===== src/rtl/busPkg.sv =====
// Shared bus definitions: decoded slave indices, the read-return FSM states
// and the data value returned on a bus error.
package busPkg;

  localparam int RAM_IDX       = 0;
  localparam int UART_IDX      = 1;
  localparam int RANDOM_IDX    = 2;
  localparam int TIMER_IDX     = 3;
  localparam int SDRAM_IDX     = 4;
  localparam int SEQUENCER_IDX = 5;
  localparam int SAMPLE_IDX    = 6;
  localparam int IO_IDX        = 7;
  localparam int DACSPI_IDX    = 8;
  localparam int SOUND_IDX     = 9;
  localparam int SDCARDSPI_IDX = 10;
  localparam int I2C_IDX       = 11;

  localparam int NUM_SLAVES = 12;

  typedef enum logic [1:0] {
    IDLE       = 2'd0,
    WAIT_FIXED = 2'd1,
    WAIT_SDRAM = 2'd2,
    RESPOND    = 2'd3
  } readState_t;

  localparam logic [31:0] BUS_ERROR_DATA = 32'h0;

endpackage


===== src/rtl/onehot_mux.sv =====
// One-hot select to data mux; isOneHot is low for an all-zero or multi-hot
// select so the caller can reject ambiguous decodes.
module onehot_mux #(
  parameter int WIDTH = 32,
  parameter int COUNT = 12
) (
  input  logic [COUNT-1:0]       sel,
  input  logic [COUNT*WIDTH-1:0] data,
  output logic [WIDTH-1:0]       dout,
  output logic                   isOneHot
);

  always_comb begin
    dout = '0;
    for (int i = 0; i < COUNT; i++) begin
      if (sel[i]) dout = dout | data[i*WIDTH +: WIDTH];
    end
  end

  // Clearing the lowest set bit leaves zero only when exactly one bit was set.
  assign isOneHot = (sel != '0) && ((sel & (sel - COUNT'(1))) == '0);

endmodule


===== src/rtl/read_data_return.sv =====
// Read-response path: remembers which slave an accepted CPU read went to,
// waits out that slave's latency and returns one registered response pulse.
module read_data_return
  import busPkg::*;
#(
  parameter int TIMEOUT_CYCLES = 255,
  parameter int NUM_SLAVES     = busPkg::NUM_SLAVES
) (
  input  logic                     clk,
  input  logic                     reset,
  input  logic                     read,
  input  logic                     waitRequest,
  input  logic [NUM_SLAVES-1:0]    slaveSelect,
  input  logic [NUM_SLAVES*32-1:0] slaveReadData,
  input  logic                     sdramReadDataValid,
  output logic [31:0]              readData,
  output logic                     readDataValid,
  output logic                     busError,
  output logic                     busy,
  output readState_t               debug_state
);

  localparam int CNT_W = $clog2(TIMEOUT_CYCLES + 1);
  localparam logic [CNT_W-1:0] CNT_LAST = CNT_W'(TIMEOUT_CYCLES - 1);
  localparam logic [CNT_W-1:0] CNT_MAX  = '1;

  readState_t            state;
  logic [NUM_SLAVES-1:0] selReg;
  logic                  errReg;
  logic [CNT_W-1:0]      cnt;

  logic [NUM_SLAVES-1:0] mux_sel;
  logic [31:0]           mux_data;
  logic                  sel_one_hot;
  logic                  accept;
  logic [31:0]           sdram_data;

  // In IDLE the mux validates the live decode; afterwards it steers the latched one.
  assign mux_sel    = (state == IDLE) ? slaveSelect : selReg;
  assign accept     = read && !waitRequest;
  assign sdram_data = slaveReadData[SDRAM_IDX*32 +: 32];

  onehot_mux #(
    .WIDTH (32),
    .COUNT (NUM_SLAVES)
  ) u_mux (
    .sel      (mux_sel),
    .data     (slaveReadData),
    .dout     (mux_data),
    .isOneHot (sel_one_hot)
  );

  always_ff @(posedge clk) begin
    if (reset) begin
      state         <= IDLE;
      selReg        <= '0;
      errReg        <= 1'b0;
      cnt           <= '0;
      readData      <= '0;
      readDataValid <= 1'b0;
      busError      <= 1'b0;
      busy          <= 1'b0;
    end else begin
      case (state)
        IDLE: begin
          if (accept) begin
            selReg <= slaveSelect;
            busy   <= 1'b1;
            if (!sel_one_hot) begin
              errReg        <= 1'b1;
              readData      <= BUS_ERROR_DATA;
              readDataValid <= 1'b1;
              busError      <= 1'b1;
              state         <= RESPOND;
            end else if (slaveSelect[SDRAM_IDX]) begin
              cnt   <= '0;
              state <= WAIT_SDRAM;
            end else begin
              state <= WAIT_FIXED;
            end
          end
        end

        WAIT_FIXED: begin
          readData      <= mux_data;
          readDataValid <= 1'b1;
          busError      <= 1'b0;
          state         <= RESPOND;
        end

        WAIT_SDRAM: begin
          if (sdramReadDataValid) begin
            readData      <= sdram_data;
            readDataValid <= 1'b1;
            busError      <= 1'b0;
            state         <= RESPOND;
          end else if (cnt == CNT_LAST) begin
            errReg        <= 1'b1;
            readData      <= BUS_ERROR_DATA;
            readDataValid <= 1'b1;
            busError      <= 1'b1;
            state         <= RESPOND;
          end else if (cnt != CNT_MAX) begin
            cnt <= cnt + CNT_W'(1);
          end
        end

        RESPOND: begin
          readDataValid <= 1'b0;
          busError      <= 1'b0;
          errReg        <= 1'b0;
          busy          <= 1'b0;
          state         <= IDLE;
        end

        default: state <= IDLE;
      endcase
    end
  end

  assign debug_state = state;

endmodule


===== config.mk =====
export PLATFORM = sky130hd
export DESIGN_NAME = read_data_return
export DESIGN_NICKNAME = d
export VERILOG_FILES = /design/src/rtl/busPkg.sv /design/src/rtl/onehot_mux.sv /design/src/rtl/read_data_return.sv
export SDC_FILE = /design/constraint.sdc
export NUM_CORES = 1
export LEC_CHECK = 0
export ABC_AREA = 1
export CAP_MARGIN = 20
export CORE_AREA = 5 5 167 169
export DETAILED_ROUTE_END_ITERATION = 8
export DIE_AREA = 0 0 172 174
export PLACE_DENSITY_LB_ADDON = 0.2
export SETUP_SLACK_MARGIN = 0.2
export SLEW_MARGIN = 20
export SYNTH_ARGS = -nofsm -noshare
export SYNTH_HDL_FRONTEND = slang
export SYNTH_SLANG_ARGS = --single-unit
export TNS_END_PERCENT = 30

===== constraint.sdc =====
create_clock -name clk -period 3.7 [get_ports clk]
set_input_delay 0.37 -clock clk [delete_from_list [all_inputs] [get_ports clk]]
set_output_delay 0.37 -clock clk [all_outputs]
set_load 0.02 [all_outputs]

==> results of run 1 <==
[layer usage]
metal	vias to the layer above	global-route usage	share of wire
met1	4181	0.291	0.41
met5	-	0	0.00033
met4	2	0.0593	0.018
li1	4757	-	-
met2	345	0.442	0.50
met3	35	0.0541	0.074
[power groups by stage]
stage	clock network, W	logic (W)	registers (W)
4_1_cts	0.000967	0.00563	0.000992
3_5_place_dp	0	0.00561	0.00100
5_1_grt	0.000991	0.00623	0.00102
6_report	0.000938	0.00562	0.000992
2_1_floorplan	0	0.00313	0.00123
3_3_place_gp	0	0.00561	0.000990
[flip-flops by register name, summed over array words and instances (netlist names)]
name,count
readData,32
debug_state,2
busy,1
selReg,12
busError,1
cnt,8
readDataValid,1
[placed cells by master (no fill, tap or decap), types with 2 or more instances in the layout]
| master | count |
|---|---|
| xor2_1 | 4 |
| inv_2 | 4 |
| buf_4 | 23 |
| clkdlybuf4s50_1 | 437 |
| ha_1 | 7 |
| nor2_1 | 116 |
| inv_1 | 121 |
| nand2_1 | 647 |
| nand3b_1 | 18 |
| o21ai_0 | 44 |
| nand3_4 | 2 |
| nand3_2 | 3 |
| clkbuf_16 | 9 |
| dfxtp_1 | 57 |
| nor2_2 | 7 |
| a211oi_1 | 5 |
| nand2_2 | 16 |
| nand3_1 | 27 |
| o21ai_1 | 32 |
| a21oi_1 | 55 |
| bufinv_16 | 2 |
| clkinv_1 | 5 |
| nand4_1 | 35 |
[stage by stage]
stage,utilization,worst slack [ns],area (sq um),instances
after floorplan,-,1.26,6430,1275
after global placement,0.419,0.697,11100,2016
after detailed placement,0.419,0.502,11100,2016
after CTS,0.432,0.514,11400,2032
after global routing,0.432,0.174,11400,2034
final,0.432,0.472,11400,2034
[cell families after synthesis]
logic type      Yosys count
fa+ha+maj                 8
compound gates          142
buf+inv                 190
simple gates            873
xor+xnor                  5
flops                    57
[tightest hold or removal path, cell delays in order, from the launching register on]
cell	delay [ns]
dfxtp_1	0.29
inv_1	0.06
a21oi_1	0.05
[layout make-up]
cell class,count,area share
inverters,130,0.0427
clock buffers,10,0.0209
diodes,1,0.000219
flip-flops and latches,57,0.0999
multi-input cells,1029,0.393
repair buffers,460,0.398
well taps,341,0.0373
clock inverters,6,0.00789
[how the worst max path moves through the flow]
stage,endpoint,cells past startpoint
after floorplan,readData[11],18
after global placement,readData[27],13
after detailed placement,readData[20],15
after CTS,readData[20],15
after global routing,readData[6],15
final,readData[6],13
==> results.json, run 1 <==
{
  "outcome": "finished clean",
  "insertion_delay_ns": 0.34,
  "synth_compound_area_frac": 0.116,
  "critPathLaunch": "debug_state[0]",
  "fmax_ghz": 0.310,
  "yosys.area_share.xor_xnor": 0.00681,
  "multi_input_area_sq_um": 4490,
  "setup_tns_ns": 0,
  "cp_data_required_time_ns": 3.92,
  "p_int_w": 0.00339,
  "grt_pass1_vias": 9168,
  "synthMostInstantiatedCell": "nand2_1",
  "cp_data_arrival_time_ns": 3.45,
  "setup_viol": 0,
  "holdWs_ns": 0.454,
  "fill_cells": 2911,
  "dp_hpwl_mm": 30.2,
  "cts_hold_buf": 0,
  "clk_pin_slew_ns": 0.06,
  "synth_ff_type": "dfxtp_1",
  "reg2reg_depth": 13,
  "synthAdderAreaFrac": 0.0156,
  "grtUsageTotal": 0.244,
  "crit_chain": "inv_1 > ha_1 > buf_4 > nand2_1 > nand2_2 > inv_2 > nand2_1 > nand2_1 > nor2_4 > nand3_4 > nand3_2 > o21ai_1 > nor2_1",
  "cts_buffers": 9,
  "async_flop_share": 0,
  "synth_cell_types": 34,
  "syn_inst": 1275,
  "initial_core_util": 0.243,
  "max_slew_margin": 0.424,
  "yosysTopAreaCell": "nand2_1",
  "antenna_found_initial": 2,
  "power_switching_share": 0.552,
  "grt_overflow": 0,
  "r2r_end": "readData[6]",
  "worst_ir_drop_vdd_mv": 0.369,
  "yosysTopAreaCellShare": 0.378,
  "placement.io_buffers": 437,
  "critical-path-top-delay-family": "simple AND/OR/NAND/NOR gates",
  "syn2layout_area_growth_pct": 77.7,
  "die-area_sq_um": 29900,
  "clkPwrFrac": 0.124,
  "hold_path_class": "reg2reg",
  "drive_above_1_share": 0.0449,
  "drt-total-wl_mm": 38.9,
  "cts_tree": "yes",
  "ys_warn_count": 0,
  "drv_slew": 0,
  "grt_pass1_wl_mm": 55.4,
  "finalHoldViolCount": 0,
  "post_cts_resize_count": 0,
  "cap_violations": 0,
  "drt_iter0_drc": 405,
  "rsz0062_at_grt": "true",
  "clock-sinks": 57,
  "globalplace.congestion": 0.899,
  "via_per_inst": 4.58,
  "syn_nets": 1684,
  "drcViolationCount": 0,
  "synth_edf_count": 0,
  "path_common_cell": "nand2_1",
  "wl_per_cell_um": 19.1,
  "drt-pass1-iter-count": 5,
  "rr_startpoint": "debug_state[0]",
  "post-route-period-util": 0.872,
  "cpPeakStageDelay_ns": 0.63,
  "worst_slew_pin_slew_ns": 0.862,
  "synth_top_family_by_area": "simple AND/OR/NAND/NOR gates",
  "die_x_um": 172,
  "synth.area.mux_share": 0,
  "core_sq_um": 26400,
  "syn_area_per_cell_sq_um": 5.04,
  "num_vias": 9320,
  "finalPower_w": 0.00755,
  "synth.cell_area_sq_um": 6430,
  "synth_common_cells": "647 x nand2_1, 123 x inv_1, 116 x nor2_1, 57 x dfxtp_1, 55 x a21oi_1",
  "yosys-top-cells-area": "nand2_1 38%, dfxtp_1 18%, inv_1 7.2%",
  "comb_power_share": 0.745,
  "power_switching_w": 0.00417,
  "min_delay_worst_endpoint": "selReg[7]",
  "crit_path_end_kind": "flip-flop",
  "period_minus_slack_ns": 3.23,
  "fp.dieH_um": 174,
  "pin_count": 438,
  "cts-root-buf": "clkbuf_16",
  "worstSetupPathType": "reg2reg",
  "ys_seq_area_frac": 0.177,
  "hold_start": "selReg[7]",
  "grt_max_degree": 65,
  "reg2reg_slack_ns": 0.47,
  "slowest_stage": "nand3_2",
  "power_density_nw_per_um2": 661,
  "power_frac_seq": 0.131,
  "finish.net_count": 2096,
  "cts_max_path_buffers": 2,
  "crit_fanout": 32,
  "hold_depth": 2,
  "skew_ns": 0.00551,
  "crit_buf_inv": 3,
  "postCtsSetupRepairBufs": 0,
  "synth_simple_gate_area_share": 0.557,
  "drtAntennaViolNets": 0,
  "crit_path_start_kind": "flip-flop",
  "ys_ff_latch": 57,
  "seq_area_sq_um": 1140,
  "leakagePower_nw": 5.24,
  "htree_levels": 3,
  "row_count": 60
}
Power figures use the tool's default switching activity.
==> run 2, diff against run 1 <==
--- a/config.mk
+++ b/config.mk
@@ -5,11 +5,10 @@
 export SDC_FILE = /design/constraint.sdc
 export NUM_CORES = 1
 export LEC_CHECK = 0
-export ABC_AREA = 1
 export CAP_MARGIN = 20
-export CORE_AREA = 5 5 167 169
+export CORE_AREA = 5 5 168 170
 export DETAILED_ROUTE_END_ITERATION = 8
-export DIE_AREA = 0 0 172 174
+export DIE_AREA = 0 0 173 175
 export PLACE_DENSITY_LB_ADDON = 0.2
 export SETUP_SLACK_MARGIN = 0.2
 export SLEW_MARGIN = 20
==> run 2 against run 1 <==
Net effect: via count decreased by 19%; cell area fell by 10%; clock skew grew 0.0034 ns; first-iteration DRC count up 31%; global-route usage shrank 0.69 points; total power shrank 22%; maximum frequency shrank 1.5%; hold slack got worse by 0.0020 ns; critical path depth fell by 2; die area up 1.2%.
==> results.json, run 2 <==
{
  "outcome": "finished clean",
  "htree_levels": 3,
  "via_per_inst": 5.44,
  "cap_violations": 0,
  "drt_iter0_drc": 532,
  "cpPeakStageDelay_ns": 0.53,
  "crit_path_end_kind": "flip-flop",
  "hold_path_class": "reg2reg",
  "grt_max_degree": 65,
  "globalplace.congestion": 0.884,
  "ys_seq_area_frac": 0.226,
  "crit_buf_inv": 3,
  "grtUsageTotal": 0.238,
  "setup_tns_ns": 0,
  "finish.net_count": 1454,
  "grt_busiest_layer": "met2",
  "critical-path-top-delay-family": "compound AO/OA/AOI/OAI gates",
  "worst_slew_pin_slew_ns": 1.08,
  "period_minus_slack_ns": 3.28,
  "fill_cells": 2780,
  "cts_max_path_buffers": 2,
  "initial_core_util": 0.190,
  "row_count": 60,
  "cp_num_cells": 11,
  "async_flop_share": 0,
  "top_regs": "readData (32), selReg (12), cnt (8)",
  "syn_nets": 1043,
  "worstSetupPathType": "reg2reg",
  "syn_inst": 634,
  "drv_slew": 0,
  "synthMostInstantiatedCell": "a22o_1",
  "grt_overflow": 0,
  "max_slew_margin": 0.280,
  "finalHoldViolCount": 0,
  "grt_pass1_wl_mm": 53.1,
  "cts_buffers": 9,
  "wl_per_cell_um": 27.6,
  "pin_count": 438,
  "r2r_end": "readData[29]",
  "crit_fanout": 23,
  "yosysTopAreaCell": "dfxtp_1",
  "largest_reg_flops": 32,
  "yosysTopAreaCellShare": 0.226,
  "syn_area_per_cell_sq_um": 7.98,
  "place_ws_ns": 0.199,
  "drt-total-wl_mm": 38.5,
  "final_cell_mix": "436 x clkdlybuf4s50_1, 128 x a22o_1, 95 x a221oi_1",
  "num_vias": 7585,
  "syn2layout_area_growth_pct": 102,
  "rr_startpoint": "debug_state[0]",
  "leakagePower_nw": 3.59,
  "synth_ff_type": "dfxtp_1",
  "die_x_um": 173,
  "grt_pass1_vias": 7573,
  "fmax_ghz": 0.305,
  "cts_hold_buf": 0,
  "drt-pass1-iter-count": 4,
  "reg2reg_depth": 11,
  "finalPower_w": 0.00589,
  "clk_pin_slew_ns": 0.06,
  "gr-usage-met2": 0.395,
  "ys_ff_latch": 57,
  "core_sq_um": 26600,
  "grtUsageMet3": 0.0688,
  "cts-root-buf": "clkbuf_16",
  "fp.dieH_um": 175,
  "clock-sinks": 57,
  "crit_path_start_kind": "flip-flop",
  "worst_slack_ns": 0.421,
  "rsz0062_at_grt": "false",
  "post-route-period-util": 0.886,
  "layout_commonest_cell": "clkdlybuf4s50_1",
  "cp_data_arrival_time_ns": 3.46,
  "regMostFlops": "readData",
  "synth_cell_types": 47,
  "cp_data_required_time_ns": 3.88,
  "placement.io_buffers": 437,
  "crit_end": "readData[29]",
  "drive_above_1_share": 0.0657,
  "yosys-top-cells-area": "dfxtp_1 23%, a22o_1 22%, a221oi_1 17%",
  "setup_viol": 0,
  "drtAntennaViolNets": 0,
  "insertion_delay_ns": 0.34,
  "cts_tree": "yes",
  "slowest_stage": "mux2_2",
  "crit_chain": "inv_1 > ha_2 > buf_4 > mux2_2 > buf_4 > a22o_1 > a221oi_1 > nand3_1 > a22o_1 > nand3_1 > a21oi_1",
  "dp_hpwl_mm": 30.1,
  "reg2reg_slack_ns": 0.42,
  "grt.met1_usage": 0.306,
  "worst_ir_drop_vdd_mv": 0.357,
  "synth.cell_area_sq_um": 5060,
  "die-area_sq_um": 30300,
  "synth_edf_count": 0,
  "drcViolationCount": 0,
  "synth_common_cells": "128 x a22o_1, 96 x a221oi_1, 69 x nand3_1",
  "skew_ns": 0.00889,
  "power_density_nw_per_um2": 576,
  "critPathLaunch": "debug_state[0]",
  "ys_warn_count": 0,
  "antenna_found_initial": 9
}
==> run 2: cells by family after synthesis <==
family | synth area share
AO/OA/AOI/OAI | 0.484
AND/OR/NAND/NOR | 0.180
buffers and inverters | 0.0547
flip-flops | 0.226
multiplexers | 0.0309
adder cells (fa/ha/maj) | 0.0218
XOR/XNOR | 0.00346
==> run 2: worst min-delay path, stage by stage (launching register included) <==
cell	delay (ns)
dfxtp_1	0.30
nand2_1	0.05
a21oi_1	0.05
==> run 2: power breakdown <==
| part | internal, W | total (W) | switching (W) |
|---|---|---|---|
| registers | 0.000702 | 0.000761 | 0.0000593 |
| clock network | 0.000713 | 0.00103 | 0.000317 |
| logic | 0.00179 | 0.00410 | 0.00231 |
| total | 0.00320 | 0.00589 | 0.00269 |
==> run 2: through the flow <==
step,instances,area [sq um],util,hold WS [ns]
after floorplan,634,5060,-,0.434
after global placement,1372,9820,0.370,0.441
after detailed placement,1372,9820,0.370,0.444
after CTS,1388,10200,0.383,0.453
after global routing,1393,10200,0.385,0.476
final,1394,10200,0.385,0.452
==> run 2: worst min-delay path by stage <==
stage,start,to,cells after the start
3_5_place_dp,selReg[9],selReg[9],2
5_1_grt,selReg[9],selReg[9],2
4_1_cts,selReg[9],selReg[9],2
2_1_floorplan,selReg[10],selReg[10],2
3_3_place_gp,selReg[10],selReg[10],2
6_report,selReg[9],selReg[9],2
==> run 2: layer usage <==
metal / up-vias / part of all wire
met5: - / 0.0012
met2: 412 / 0.47
met3: 42 / 0.087
met4: 6 / 0.015
met1: 3683 / 0.42
li1: 3442 / -
==> run 2: cell type report <==
cell class                      count  area [sq um]  share of cell area
Multi-Input combinational cell    505          3670               0.359
Tap cell                          341           427              0.0417
Timing Repair Buffer              466          4600               0.450
Sequential cell                    57          1140               0.112
Antenna cell                        3          7.51            0.000734
Clock inverter                      4          97.6             0.00954
Clock buffer                       12           267              0.0260
Inverter                            6          22.5             0.00220
==> run 2: what timing repair did <==
action	4_1_cts	5_1_grt
resized for setup	1	2
endpoints found under the setup margin	1	38
buffers inserted	0	3
pin swaps	0	2
